===== config.mk =====
export PLATFORM = sky130hd
export DESIGN_NAME = counter_sched_ctrl_flat
export DESIGN_NICKNAME = d
export VERILOG_FILES = /design/src/rtl/counter_sched_ctrl_if.sv /design/src/rtl/counter_sched_ctrl.sv /design/src/flat_wrapper.sv
export SDC_FILE = /design/constraint.sdc
export NUM_CORES = 1
export LEC_CHECK = 0
export ABC_AREA = 1
export CAP_MARGIN = 20
export CELL_PAD_IN_SITES_DETAIL_PLACEMENT = 2
export CELL_PAD_IN_SITES_GLOBAL_PLACEMENT = 2
export CORE_MARGIN = 2
export CORE_UTILIZATION = 30
export CTS_BUF_LIST = sky130_fd_sc_hd__clkbuf_2 sky130_fd_sc_hd__clkbuf_4 sky130_fd_sc_hd__clkbuf_8
export CTS_CLUSTER_SIZE = 20
export DETAILED_ROUTE_END_ITERATION = 12
export PLACE_DENSITY = 0.95
export SLEW_MARGIN = 20
export SYNTH_ARGS = -nofsm -noshare
export SYNTH_HDL_FRONTEND = slang
export SYNTH_SLANG_ARGS = --single-unit

===== constraint.sdc =====
create_clock -name wb_clk_i -period 4.15 [get_ports wb_clk_i]
set_input_delay 0.83 -clock wb_clk_i [delete_from_list [all_inputs] [get_ports wb_clk_i]]
set_output_delay 0.83 -clock wb_clk_i [all_outputs]
set_load 0.1 [all_outputs]

===== src/rtl/counter_sched_ctrl_if.sv =====
// Wishbone slave bundle (MI A port) for counter_sched_ctrl.
// The master modport is the bus side and the slave modport is the controller side.
interface counter_sched_ctrl_if;
  logic        wbs_stb_i;
  logic        wbs_cyc_i;
  logic        wbs_we_i;
  logic [3:0]  wbs_sel_i;
  logic [31:0] wbs_adr_i;
  logic [31:0] wbs_dat_i;
  logic        wbs_ack_o;
  logic [31:0] wbs_dat_o;

  modport master (
    output wbs_stb_i, wbs_cyc_i, wbs_we_i, wbs_sel_i, wbs_adr_i, wbs_dat_i,
    input  wbs_ack_o, wbs_dat_o
  );

  modport slave (
    input  wbs_stb_i, wbs_cyc_i, wbs_we_i, wbs_sel_i, wbs_adr_i, wbs_dat_i,
    output wbs_ack_o, wbs_dat_o
  );
endinterface


===== src/rtl/counter_sched_ctrl.sv =====
// Wishbone-mapped sequencer for an external counter: prescaled count ticks, LA/WB load
// arbitration, compare-match detection and a level IRQ.
module counter_sched_ctrl #(
  parameter int unsigned BITS       = 32,
  parameter int unsigned PRESCALE_W = 16
) (
  input  logic                 wb_clk_i,
  input  logic                 wb_rst_i,
  counter_sched_ctrl_if.slave  wbs,
  input  logic                 la_load_i,
  input  logic [BITS-1:0]      la_value_i,
  input  logic [BITS-1:0]      cnt_val_i,
  output logic                 cnt_en_o,
  output logic                 cnt_load_o,
  output logic [BITS-1:0]      cnt_load_val_o,
  output logic                 irq_o
);

  typedef enum logic [1:0] {ST_IDLE, ST_RUN, ST_DONE} state_t;

  state_t                r_state;
  state_t                w_state_nx;
  logic [2:0]            r_ctrl;
  logic [PRESCALE_W-1:0] r_prescale;
  logic [PRESCALE_W-1:0] r_psc;
  logic [BITS-1:0]       r_load;
  logic [BITS-1:0]       r_cmp;
  logic [BITS-1:0]       r_la_val;
  logic                  r_match;
  logic                  r_ack;
  logic [31:0]           r_rdata;
  logic                  r_tick_d1;
  logic                  r_la_d;
  logic                  r_la_pend;
  logic                  r_wb_pend;

  logic                  w_acc;
  logic                  w_wr;
  logic [2:0]            w_adr;
  logic                  w_wr_ctrl;
  logic                  w_wr_psc;
  logic                  w_wr_load;
  logic                  w_wr_cmp;
  logic                  w_wr_stat;
  logic                  w_w1c;
  logic [2:0]            w_ctrl_nx;
  logic                  w_la_rise;
  logic                  w_load;
  logic                  w_tick;
  logic                  w_match_evt;
  logic                  w_auto_clr;
  logic [31:0]           w_rmux;
  logic                  w_unused;

  function automatic logic [31:0] f_merge(input logic [31:0] old_v,
                                          input logic [31:0] new_v,
                                          input logic [3:0]  sel);
    logic [31:0] res;
    res = old_v;
    for (int unsigned b = 0; b < 4; b++) begin
      if (sel[b]) res[8*b +: 8] = new_v[8*b +: 8];
    end
    return res;
  endfunction

  assign w_unused  = ^{wbs.wbs_adr_i[31:5], wbs.wbs_adr_i[1:0]};
  assign w_acc     = wbs.wbs_cyc_i & wbs.wbs_stb_i & ~r_ack;
  assign w_wr      = w_acc & wbs.wbs_we_i;
  assign w_adr     = wbs.wbs_adr_i[4:2];
  assign w_wr_ctrl = w_wr && (w_adr == 3'd0);
  assign w_wr_psc  = w_wr && (w_adr == 3'd1);
  assign w_wr_load = w_wr && (w_adr == 3'd2);
  assign w_wr_cmp  = w_wr && (w_adr == 3'd3);
  assign w_wr_stat = w_wr && (w_adr == 3'd4);
  assign w_w1c     = w_wr_stat & wbs.wbs_sel_i[0] & wbs.wbs_dat_i[0];
  assign w_ctrl_nx = 3'(f_merge(32'(r_ctrl), wbs.wbs_dat_i, wbs.wbs_sel_i));

  // LA wins a collision; a losing WB request simply stays latched one more cycle.
  assign w_la_rise   = la_load_i & ~r_la_d;
  assign w_load      = r_la_pend | r_wb_pend;
  assign w_tick      = (r_state == ST_RUN) && !w_load && (r_psc == r_prescale);
  assign w_match_evt = r_tick_d1 && (cnt_val_i == r_cmp);

  assign cnt_en_o       = w_tick;
  assign cnt_load_o     = w_load;
  assign cnt_load_val_o = r_la_pend ? r_la_val : (r_wb_pend ? r_load : '0);
  assign irq_o          = r_match & r_ctrl[2];
  assign wbs.wbs_ack_o  = r_ack;
  assign wbs.wbs_dat_o  = r_rdata;

  always_comb begin
    w_state_nx = r_state;
    w_auto_clr = 1'b0;
    unique case (r_state)
      ST_IDLE: if (r_ctrl[0]) w_state_nx = ST_RUN;
      ST_RUN: begin
        if (!r_ctrl[0]) begin
          w_state_nx = ST_IDLE;
        end else if (w_match_evt && r_ctrl[1]) begin
          w_state_nx = ST_DONE;
          w_auto_clr = 1'b1;
        end
      end
      ST_DONE: if (w_wr_ctrl) w_state_nx = w_ctrl_nx[0] ? ST_RUN : ST_IDLE;
      default: w_state_nx = ST_IDLE;
    endcase
  end

  always_comb begin
    w_rmux = '0;
    case (w_adr)
      3'd0:    w_rmux = 32'(r_ctrl);
      3'd1:    w_rmux = 32'(r_prescale);
      3'd2:    w_rmux = 32'(r_load);
      3'd3:    w_rmux = 32'(r_cmp);
      3'd4:    w_rmux = {29'b0, r_state == ST_DONE, r_state == ST_RUN, r_match};
      3'd5:    w_rmux = 32'(cnt_val_i);
      default: w_rmux = '0;
    endcase
  end

  always_ff @(posedge wb_clk_i) begin
    if (wb_rst_i) begin
      r_state <= ST_IDLE;
    end else begin
      r_state <= w_state_nx;
    end
  end

  always_ff @(posedge wb_clk_i) begin
    if (wb_rst_i) begin
      r_ack      <= 1'b0;
      r_rdata    <= '0;
      r_ctrl     <= '0;
      r_prescale <= '0;
      r_load     <= '0;
      r_cmp      <= '0;
      r_match    <= 1'b0;
    end else begin
      r_ack   <= w_acc;
      r_rdata <= (w_acc && !wbs.wbs_we_i) ? w_rmux : '0;
      if (w_wr_ctrl) r_ctrl <= w_ctrl_nx;
      if (w_auto_clr) r_ctrl[0] <= 1'b0;
      if (w_wr_psc)
        r_prescale <= PRESCALE_W'(f_merge(32'(r_prescale), wbs.wbs_dat_i, wbs.wbs_sel_i));
      if (w_wr_load)
        r_load <= BITS'(f_merge(32'(r_load), wbs.wbs_dat_i, wbs.wbs_sel_i));
      if (w_wr_cmp)
        r_cmp <= BITS'(f_merge(32'(r_cmp), wbs.wbs_dat_i, wbs.wbs_sel_i));
      // A match landing on the same edge as a W1C keeps MATCH set.
      if (w_match_evt) r_match <= 1'b1;
      else if (w_w1c)  r_match <= 1'b0;
    end
  end

  // psc >= PRESCALE also covers a PRESCALE lowered mid-run: wrap to 0 with no tick.
  always_ff @(posedge wb_clk_i) begin
    if (wb_rst_i) begin
      r_psc     <= '0;
      r_tick_d1 <= 1'b0;
    end else begin
      r_tick_d1 <= w_tick;
      if ((r_state != ST_RUN) || w_load || (r_psc >= r_prescale)) r_psc <= '0;
      else r_psc <= r_psc + PRESCALE_W'(1);
    end
  end

  always_ff @(posedge wb_clk_i) begin
    if (wb_rst_i) begin
      r_la_d    <= 1'b0;
      r_la_pend <= 1'b0;
      r_la_val  <= '0;
      r_wb_pend <= 1'b0;
    end else begin
      r_la_d    <= la_load_i;
      r_la_pend <= w_la_rise;
      if (w_la_rise) r_la_val <= la_value_i;
      if (w_wr_load) r_wb_pend <= 1'b1;
      else if (r_wb_pend && !r_la_pend) r_wb_pend <= 1'b0;
    end
  end

endmodule

===== src/flat_wrapper.sv =====
// flat-port wrapper written by rule: the top's interface ports become plain ports
module counter_sched_ctrl_flat 
#(
  parameter int unsigned BITS       = 32,
  parameter int unsigned PRESCALE_W = 16
)
  (wb_clk_i, wb_rst_i, la_load_i, la_value_i, cnt_val_i, cnt_en_o, cnt_load_o, cnt_load_val_o, irq_o, wbs_wbs_stb_i, wbs_wbs_cyc_i, wbs_wbs_we_i, wbs_wbs_sel_i, wbs_wbs_adr_i, wbs_wbs_dat_i, wbs_wbs_ack_o, wbs_wbs_dat_o);
  counter_sched_ctrl_if wbs_i ();
  input  logic wb_clk_i;
  input  logic wb_rst_i;
  input  logic la_load_i;
  input  logic [BITS-1:0] la_value_i;
  input  logic [BITS-1:0] cnt_val_i;
  output logic cnt_en_o;
  output logic cnt_load_o;
  output logic [BITS-1:0] cnt_load_val_o;
  output logic irq_o;
  input wire logic [$bits(wbs_i.wbs_stb_i)-1:0] wbs_wbs_stb_i;
  input wire logic [$bits(wbs_i.wbs_cyc_i)-1:0] wbs_wbs_cyc_i;
  input wire logic [$bits(wbs_i.wbs_we_i)-1:0] wbs_wbs_we_i;
  input wire logic [$bits(wbs_i.wbs_sel_i)-1:0] wbs_wbs_sel_i;
  input wire logic [$bits(wbs_i.wbs_adr_i)-1:0] wbs_wbs_adr_i;
  input wire logic [$bits(wbs_i.wbs_dat_i)-1:0] wbs_wbs_dat_i;
  output wire logic [$bits(wbs_i.wbs_ack_o)-1:0] wbs_wbs_ack_o;
  output wire logic [$bits(wbs_i.wbs_dat_o)-1:0] wbs_wbs_dat_o;
  assign wbs_i.wbs_stb_i = wbs_wbs_stb_i;
  assign wbs_i.wbs_cyc_i = wbs_wbs_cyc_i;
  assign wbs_i.wbs_we_i = wbs_wbs_we_i;
  assign wbs_i.wbs_sel_i = wbs_wbs_sel_i;
  assign wbs_i.wbs_adr_i = wbs_wbs_adr_i;
  assign wbs_i.wbs_dat_i = wbs_wbs_dat_i;
  assign wbs_wbs_ack_o = wbs_i.wbs_ack_o;
  assign wbs_wbs_dat_o = wbs_i.wbs_dat_o;
  counter_sched_ctrl #(.BITS(BITS), .PRESCALE_W(PRESCALE_W)) u_core (.wb_clk_i(wb_clk_i), .wb_rst_i(wb_rst_i), .wbs(wbs_i), .la_load_i(la_load_i), .la_value_i(la_value_i), .cnt_val_i(cnt_val_i), .cnt_en_o(cnt_en_o), .cnt_load_o(cnt_load_o), .cnt_load_val_o(cnt_load_val_o), .irq_o(irq_o));
endmodule

==> results by group <==
Run status
  – Status: finished, final reports clean

Logic synthesis
  – Number of synthesized flops with an enable pin: 0
  – Seq/Total Area, Yosys: 43.9%
  – Yosys cell types: 42
  – Syn nets: 1,236
  – Mapped Cells: 1,081
  – Yosys warns: 0
  – Async set-or-reset flop fraction in the synthesized netlist: 0%
  – Avg Inst Size Synth: 7.21 sq um
  – Seq cells post-synth: 171
  – Post-synthesis instance area: 7790 sq um
  – Ys flop type: dfxtp_1

STA
  – Fin Setup TNS: 0 ns
  – Final setup vio count: 0
  – Setup WS post-layout: 0.531 ns
  – Hold slack: 0.491 ns
  – Fin crit period: 3.62 ns
  – Fmax: 0.276 GHz
  – Slew Viols, Final: 0
  – Worst-Margin Slew: 1.08 ns
  – Rel. slew slack: 28.1%
  – Final Hold Vio Count: 0
  – RSZ-0062 raised after global routing: no
  – Worst Skew: 0.0139 ns
  – Fin crit share: 87.2%

Cells and area
  – P&R area growth vs syn: 30.3%
  – Fillers: 2,912
  – Most common cell after layout, fill and taps aside: nor2_1
  – Layout cells sized above 1: 8.93%
  – Most frequent cells in the layout: 179 x nor2_1, 171 x dfxtp_1, 152 x nand2_1, 151 x o21ai_0, 142 x clkdlybuf4s50_1
  – Area of the multi-input gates: 3590 sq um
  – Sequential cell area: 3420 sq um
  – Fin nets: 1,396

Critical path
  – Worst path slowest cell: nor3_1
  – Delay-heaviest family, CP: simple AND/OR/NAND/NOR gates
  – CP bufs+invs: 2
  – CP Cell Sequence: inv_1 -> ha_1 -> nand4_1 -> nor3_1 -> nand4_1 -> nor2_1 -> buf_4
  – Crit. End Element: output pin
  – Cell mode on critical path: nand4_1
  – FF-to-FF path depth: 9
  – Startpoint Class: flip-flop
  – WP data required: 3.32 ns
  – Crit. path cell count: 7
  – Arr. time, crit path: 2.79 ns
  – Crit Path Max Fanout: 3
  – Max incr delay on CP: 0.42 ns
  – Setup CP Type: reg -> out

Power
  – LEAKAGE: 3.93 nW
  – Worst VDD drop: 0.169 mV
  – Power per standard cell area: 330 nW/um^2

Floorplanning
  – Die Y: 165 um
  – Chip width: 165 um
  – Die area: 27,300 sq um
  – Initial cell density of the core: 30.8%
  – I/O pin total: 206
  – Row Count: 58
  – Core area: 25,300 sq um

Routing
  – Final antenna-violating net count: 0
  – Final wirelength: 34,300 um
  – DRC violations left: 0
  – WL per Instance: 21.6 um
  – Drt first pass iters: 4
  – Via count: 8,294
  – Routed vias/inst: 5.23
  – 1st-iter DRT viols: 476

Place
  – GP Congestion: 0.851
  – Detailed Place HPWL: 25,400 um
  – Place WS: 0.836 ns
  – PortBufs: 176

Global routing
  – Antenna violations before repair: 4
  – Largest net degree at the start of global routing: 69
  – Number of global-route vias before repair: 9,101
  – Total GRT Usage: 25.5%
  – Global-route wire length before repair: 52,300 um
  – GRT Residual Overflow: 0

Clock network
  – Number of CTS-inserted buffers: 17
  – Clk root buf: clkbuf_8
  – Total setup buffers inserted after CTS: 0
  – # hold bufs at CTS: 0
  – Worst skew pair latency: 0.49 ns
  – CTS Sinks: 171
  – H-tree level count: 4
  – Clock Path Buffers: 2
  – TritonCTS clock tree: done
  – Post_cts resized: 0
  – Clk slew on worst S/H paths: 0.10 ns

Hold path
  – HP Class: reg -> reg
  – WHS Path Cells: 2

Job
  – Max_cap viols: 0
==> worst register-to-register path: stages, from the launching register on <==
cell	delay [ns]
dfxtp_1	0.41
inv_1	0.09
ha_1	0.34
nand4_1	0.18
nor3_1	0.42
nand4_1	0.25
nand2_1	0.14
nor2_1	0.09
nand2_1	0.48
nor2_1	0.14
==> per-layer routing <==
| layer | vias to the layer above | global-route usage (%) | wire length, um |
|---|---|---|---|
| met3 | 76 | 4.92 | 1990 |
| met2 | 281 | 44.8 | 17000 |
| met5 | - | 0 | 12 |
| li1 | 3845 | - | - |
| met1 | 4090 | 30.6 | 14100 |
| met4 | 2 | 9.88 | 1120 |
==> flip-flops by register name, indices dropped and copies added, names as in the netlist <==
signal                flops
u_core.r_cmp             32
u_core.r_ctrl             3
u_core.r_la_d             1
u_core.r_la_pend          1
u_core.r_la_val          32
u_core.r_load            32
u_core.r_match            1
u_core.r_prescale        16
u_core.r_psc             16
u_core.r_state            2
u_core.r_tick_d1          1
u_core.r_wb_pend          1
u_core.wbs.wbs_ack_o      1
u_core.wbs.wbs_dat_o     32
==> stage by stage <==
step | power [W] | instance area [sq um] | std cells | util, %
after floorplan | 0.00193 | 7790 | 1081 | -
after global placement | 0.00212 | 9750 | 1552 | 38.5
after detailed placement | 0.00214 | 9750 | 1552 | 38.5
after CTS | 0.00336 | 10100 | 1584 | 40.1
after global routing | 0.00348 | 10100 | 1584 | 40.1
final | 0.00335 | 10200 | 1586 | 40.1
==> report_power, final <==
group,internal [W],switching (W)
clock,0.000524,0.000718
sequential,0.00167,0.0000167
combinational,0.000159,0.000264
total,0.00235,0.000999
==> final cells by class <==
class                      count  share of cell area [%]
tap                          330                    4.07
inverter                     146                    5.42
clock buffer                  19                    2.58
sequential                   171                    33.7
multi-input combinational    716                    35.4
clock inverter                13                    1.31
antenna                        2                  0.0493
timing repair buffer         189                    17.5
==> Yosys cell counts (3+ instances only) <==
library cell | count | area [sq um]
nor2_1 | 179 | 672
nor2_4 | 3 | 33.8
nor3_1 | 10 | 50.1
o22ai_1 | 23 | 144
nand2_1 | 152 | 571
dfxtp_1 | 171 | 3420
nand4_1 | 5 | 31.3
or2_2 | 4 | 25.0
clkbuf_1 | 33 | 124
o21ai_0 | 151 | 756
xnor2_1 | 8 | 70.1
a21oi_2 | 6 | 52.6
nor4_1 | 3 | 18.8
inv_2 | 6 | 22.5
a221oi_1 | 17 | 149
o21ai_2 | 7 | 61.3
inv_1 | 138 | 518
nor3b_1 | 3 | 22.5
o211ai_1 | 3 | 22.5
nand3_1 | 20 | 100
buf_2 | 10 | 50.1
ha_1 | 17 | 213
a21oi_1 | 81 | 405
buf_6 | 4 | 45.0
xor2_1 | 5 | 43.8
==> final timing paths <==
kind                                      startpoint                              to  slack [ns]
setup / recovery  u_core.r_prescale[15]$_SDFFE_PP0P_                        cnt_en_o        0.53
hold / removal        u_core.r_load[11]$_SDFFE_PP0P_  u_core.r_load[11]$_SDFFE_PP0P_        0.49
setup reg to reg  u_core.r_prescale[15]$_SDFFE_PP0P_     u_core.r_psc[13]$_SDFF_PP0_        1.48
hold reg to reg       u_core.r_load[11]$_SDFFE_PP0P_  u_core.r_load[11]$_SDFFE_PP0P_        0.49
==> logic make-up after synthesis <==
group	share of synthesized area (%)
buf+inv	9.93
simple gates	20.3
flops	43.9
compound gates	21.7
fa+ha+maj	2.73
xor+xnor	1.46
(Power assumes the default switching activity.)
==> edit: new RTL, config.mk and constraints unchanged <==
Put a register stage on the outputs `cnt_en_o`, `cnt_load_o`, `cnt_load_val_o` and `irq_o`, without a reset. The values now appear one clock later. The other outputs are not delayed to match.
--- a/src/rtl/counter_sched_ctrl.sv
+++ b/src/rtl/counter_sched_ctrl.sv
@@ -82,8 +82,10 @@
   assign w_match_evt = r_tick_d1 && (cnt_val_i == r_cmp);
 
-  assign cnt_en_o       = w_tick;
-  assign cnt_load_o     = w_load;
-  assign cnt_load_val_o = r_la_pend ? r_la_val : (r_wb_pend ? r_load : '0);
-  assign irq_o          = r_match & r_ctrl[2];
+  always_ff @(posedge wb_clk_i) begin
+    cnt_en_o       <= w_tick;
+    cnt_load_o     <= w_load;
+    cnt_load_val_o <= r_la_pend ? r_la_val : (r_wb_pend ? r_load : '0);
+    irq_o          <= r_match & r_ctrl[2];
+  end
   assign wbs.wbs_ack_o  = r_ack;
   assign wbs.wbs_dat_o  = r_rdata;
Behaviour: not the same (a bounded check fails within 4 cycles, from zero or initial values and one cycle with wb_rst_i high).
==> edit against the original RTL <==
  * Power up 45%
  * Via count up 9.9%
  * Global-route usage up 2.3 points
  * Area after synthesis up 8.5%
  * Combinational power up 6.1%
  * Clock power up 91%
  * Worst setup slack better by 630 ps
  * Critical path depth down 6
  * Wire length up 21%
  * Cell area up 13%
  * Sequential cell count up 35
  * Final cell count up 7.7%
  * Clock skew up 33 ps
  * Critical path type unchanged
  * Critical endpoint is now wbs_wbs_dat_o[24]
  * Highest routed layer is now met4
==> edit: results <==
group,metric,value,unit
run_status,status,"finished clean",
routing,top_layer,"met4",
global_routing,grt_pass1_wl,61850,um
worst_setup_path,max_stage_delay,1210,ps
worst_setup_path,crit_fanout,1,
routing,met1Wirelength,16190,um
synth,synth_area_leaders,"dfxtp_1 49%, o21ai_0 8.6%, nor2_1 7.7%",
routing,drtPass1Iterations,5,
routing,wirelength,41630,um
final_layout,n_fill_cell,3179,
clocking,cts_root_buf,"clkbuf_8",
synth,synthArstFlopShare,0,%
place,dpl.hpwl,26490,um
clocking,cts_resized,0,
global_routing,first_global_vias,10270,
routing,vias,9117,
clocking,clk_pin_slew_worst_paths,60,ps
pwr,p_leak,4.387,nW
synth,syn-num-nets,1267,
pwr,internal_power,0.003579,W
worst_setup_path,critPathTopFamily,"buffers and inverters",
clocking,cts_buffers,40,
sta,relSlewSlack,26.63,%
clocking,insertion_delay,560,ps
routing,wl_met2,20650,um
clocking,cts_setup_buffers,0,
synth,synth_cell_type_count,41,
synth,seq_area_frac_synth,48.79,%
final_layout,drive_gt1_share,8.755,%
routing,drtIter0Drc,547,
place,placement.io_buffers,176,
worst_setup_path,slowest_stage,"clkdlybuf4s50_1",
place,place_congestion,0.8474,
global_routing,antenna_found_initial,4,
synth,synthTopCellsByCount,"206 x dfxtp_1, 174 x nor2_1, 145 x nand2_1, 145 x o21ai_0, 138 x inv_1",
sta,fin_worst_skew,47.02,ps
pwr,peakVddDrop,192.4,uV
min_path,hold_path.class,"reg2reg",
clocking,clk_path_buf_depth,3,
global_routing,grt_max_degree,116,
final_layout,nets,1449,
global_routing,grt_usage,27.76,%
clocking,ctsHtreeMaxLevel,2,
synth,yosys_warnings,0,
routing,wl_met3,2309,um
## edit: cell count changes after synthesis, moves of 4 or more
cell,before,now
xor2_1,5,11
inv_2,6,12
a21oi_1,81,92
a21oi_2,6,2
o21ai_1,1,9
o21ai_0,151,145
o21ai_2,7,2
dfxtp_1,171,206
nor2_1,179,174
nand2_1,152,145
## edit: power groups by stage
stage          clock network [W]  logic [W]  registers, W
6_report                 0.00237   0.000449       0.00204
5_1_grt                  0.00251   0.000474       0.00204
4_1_cts                  0.00240   0.000446       0.00204
3_5_place_dp                   0   0.000427       0.00208
3_3_place_gp                   0   0.000409       0.00208
2_1_floorplan                  0   0.000137       0.00215
## edit: path summary, 6_finish.rpt
| check | start | endpoint | slack (ps) | cells past startpoint |
|---|---|---|---|---|
| setup / recovery | u_core.wbs.wbs_dat_o[24] | wbs_wbs_dat_o[24] | 1160 | 1 |
| hold / removal | u_core.r_la_val[0] | u_core.cnt_load_val_o[0] | 450 | 2 |
| setup reg to reg | u_core.r_prescale[14] | u_core.r_psc[8] | 1690 | 7 |
| hold reg to reg | u_core.r_la_val[0] | u_core.cnt_load_val_o[0] | 450 | 2 |
## edit: per-stage QoR
| step | setup slack, ps | hold slack, ps | util [%] | cell area (um2) | cells |
|---|---|---|---|---|---|
| after floorplan | 2164 | 417.0 | - | 8453 | 1112 |
| after global placement | 964.4 | 428.9 | 38.04 | 10570 | 1630 |
| after detailed placement | 857.7 | 445.1 | 38.04 | 10570 | 1630 |
| after CTS | 1144 | 453.0 | 41.38 | 11490 | 1703 |
| after global routing | 1107 | 498.4 | 41.41 | 11500 | 1707 |
| final | 1158 | 448.5 | 41.42 | 11510 | 1708 |
## edit: cell type report
cell class	instances	area, um2	share of cell area, %
Multi-Input combinational cell	708	3543	30.79
Tap cell	378	473.0	4.110
Antenna cell	5	12.51	0.1087
Sequential cell	206	4124	35.84
Clock buffer	63	785.8	6.828
Clock inverter	10	141.4	1.229
Timing Repair Buffer	188	1864	16.20
Inverter	150	563.0	4.893
## edit: cells by family (layout without fill, tap and decap cells)
group | count (synthesis) | after routing | share of synthesized area, %
other | 0 | 5 | 0
AND/OR/NAND/NOR | 370 | 370 | 17.95
AO/OA/AOI/OAI | 305 | 305 | 19.79
XOR/XNOR | 16 | 16 | 1.658
adder cells (fa/ha/maj) | 17 | 17 | 2.516
flip-flops | 206 | 206 | 48.79
buffers and inverters | 198 | 411 | 9.295
## edit: routing by layer
layer  vias to the layer above  track usage [%]
met4                         0            16.19
met1                      4576            30.79
met3                       158            5.882
met2                       362            49.05
met5                         -                0
li1                       4021                -
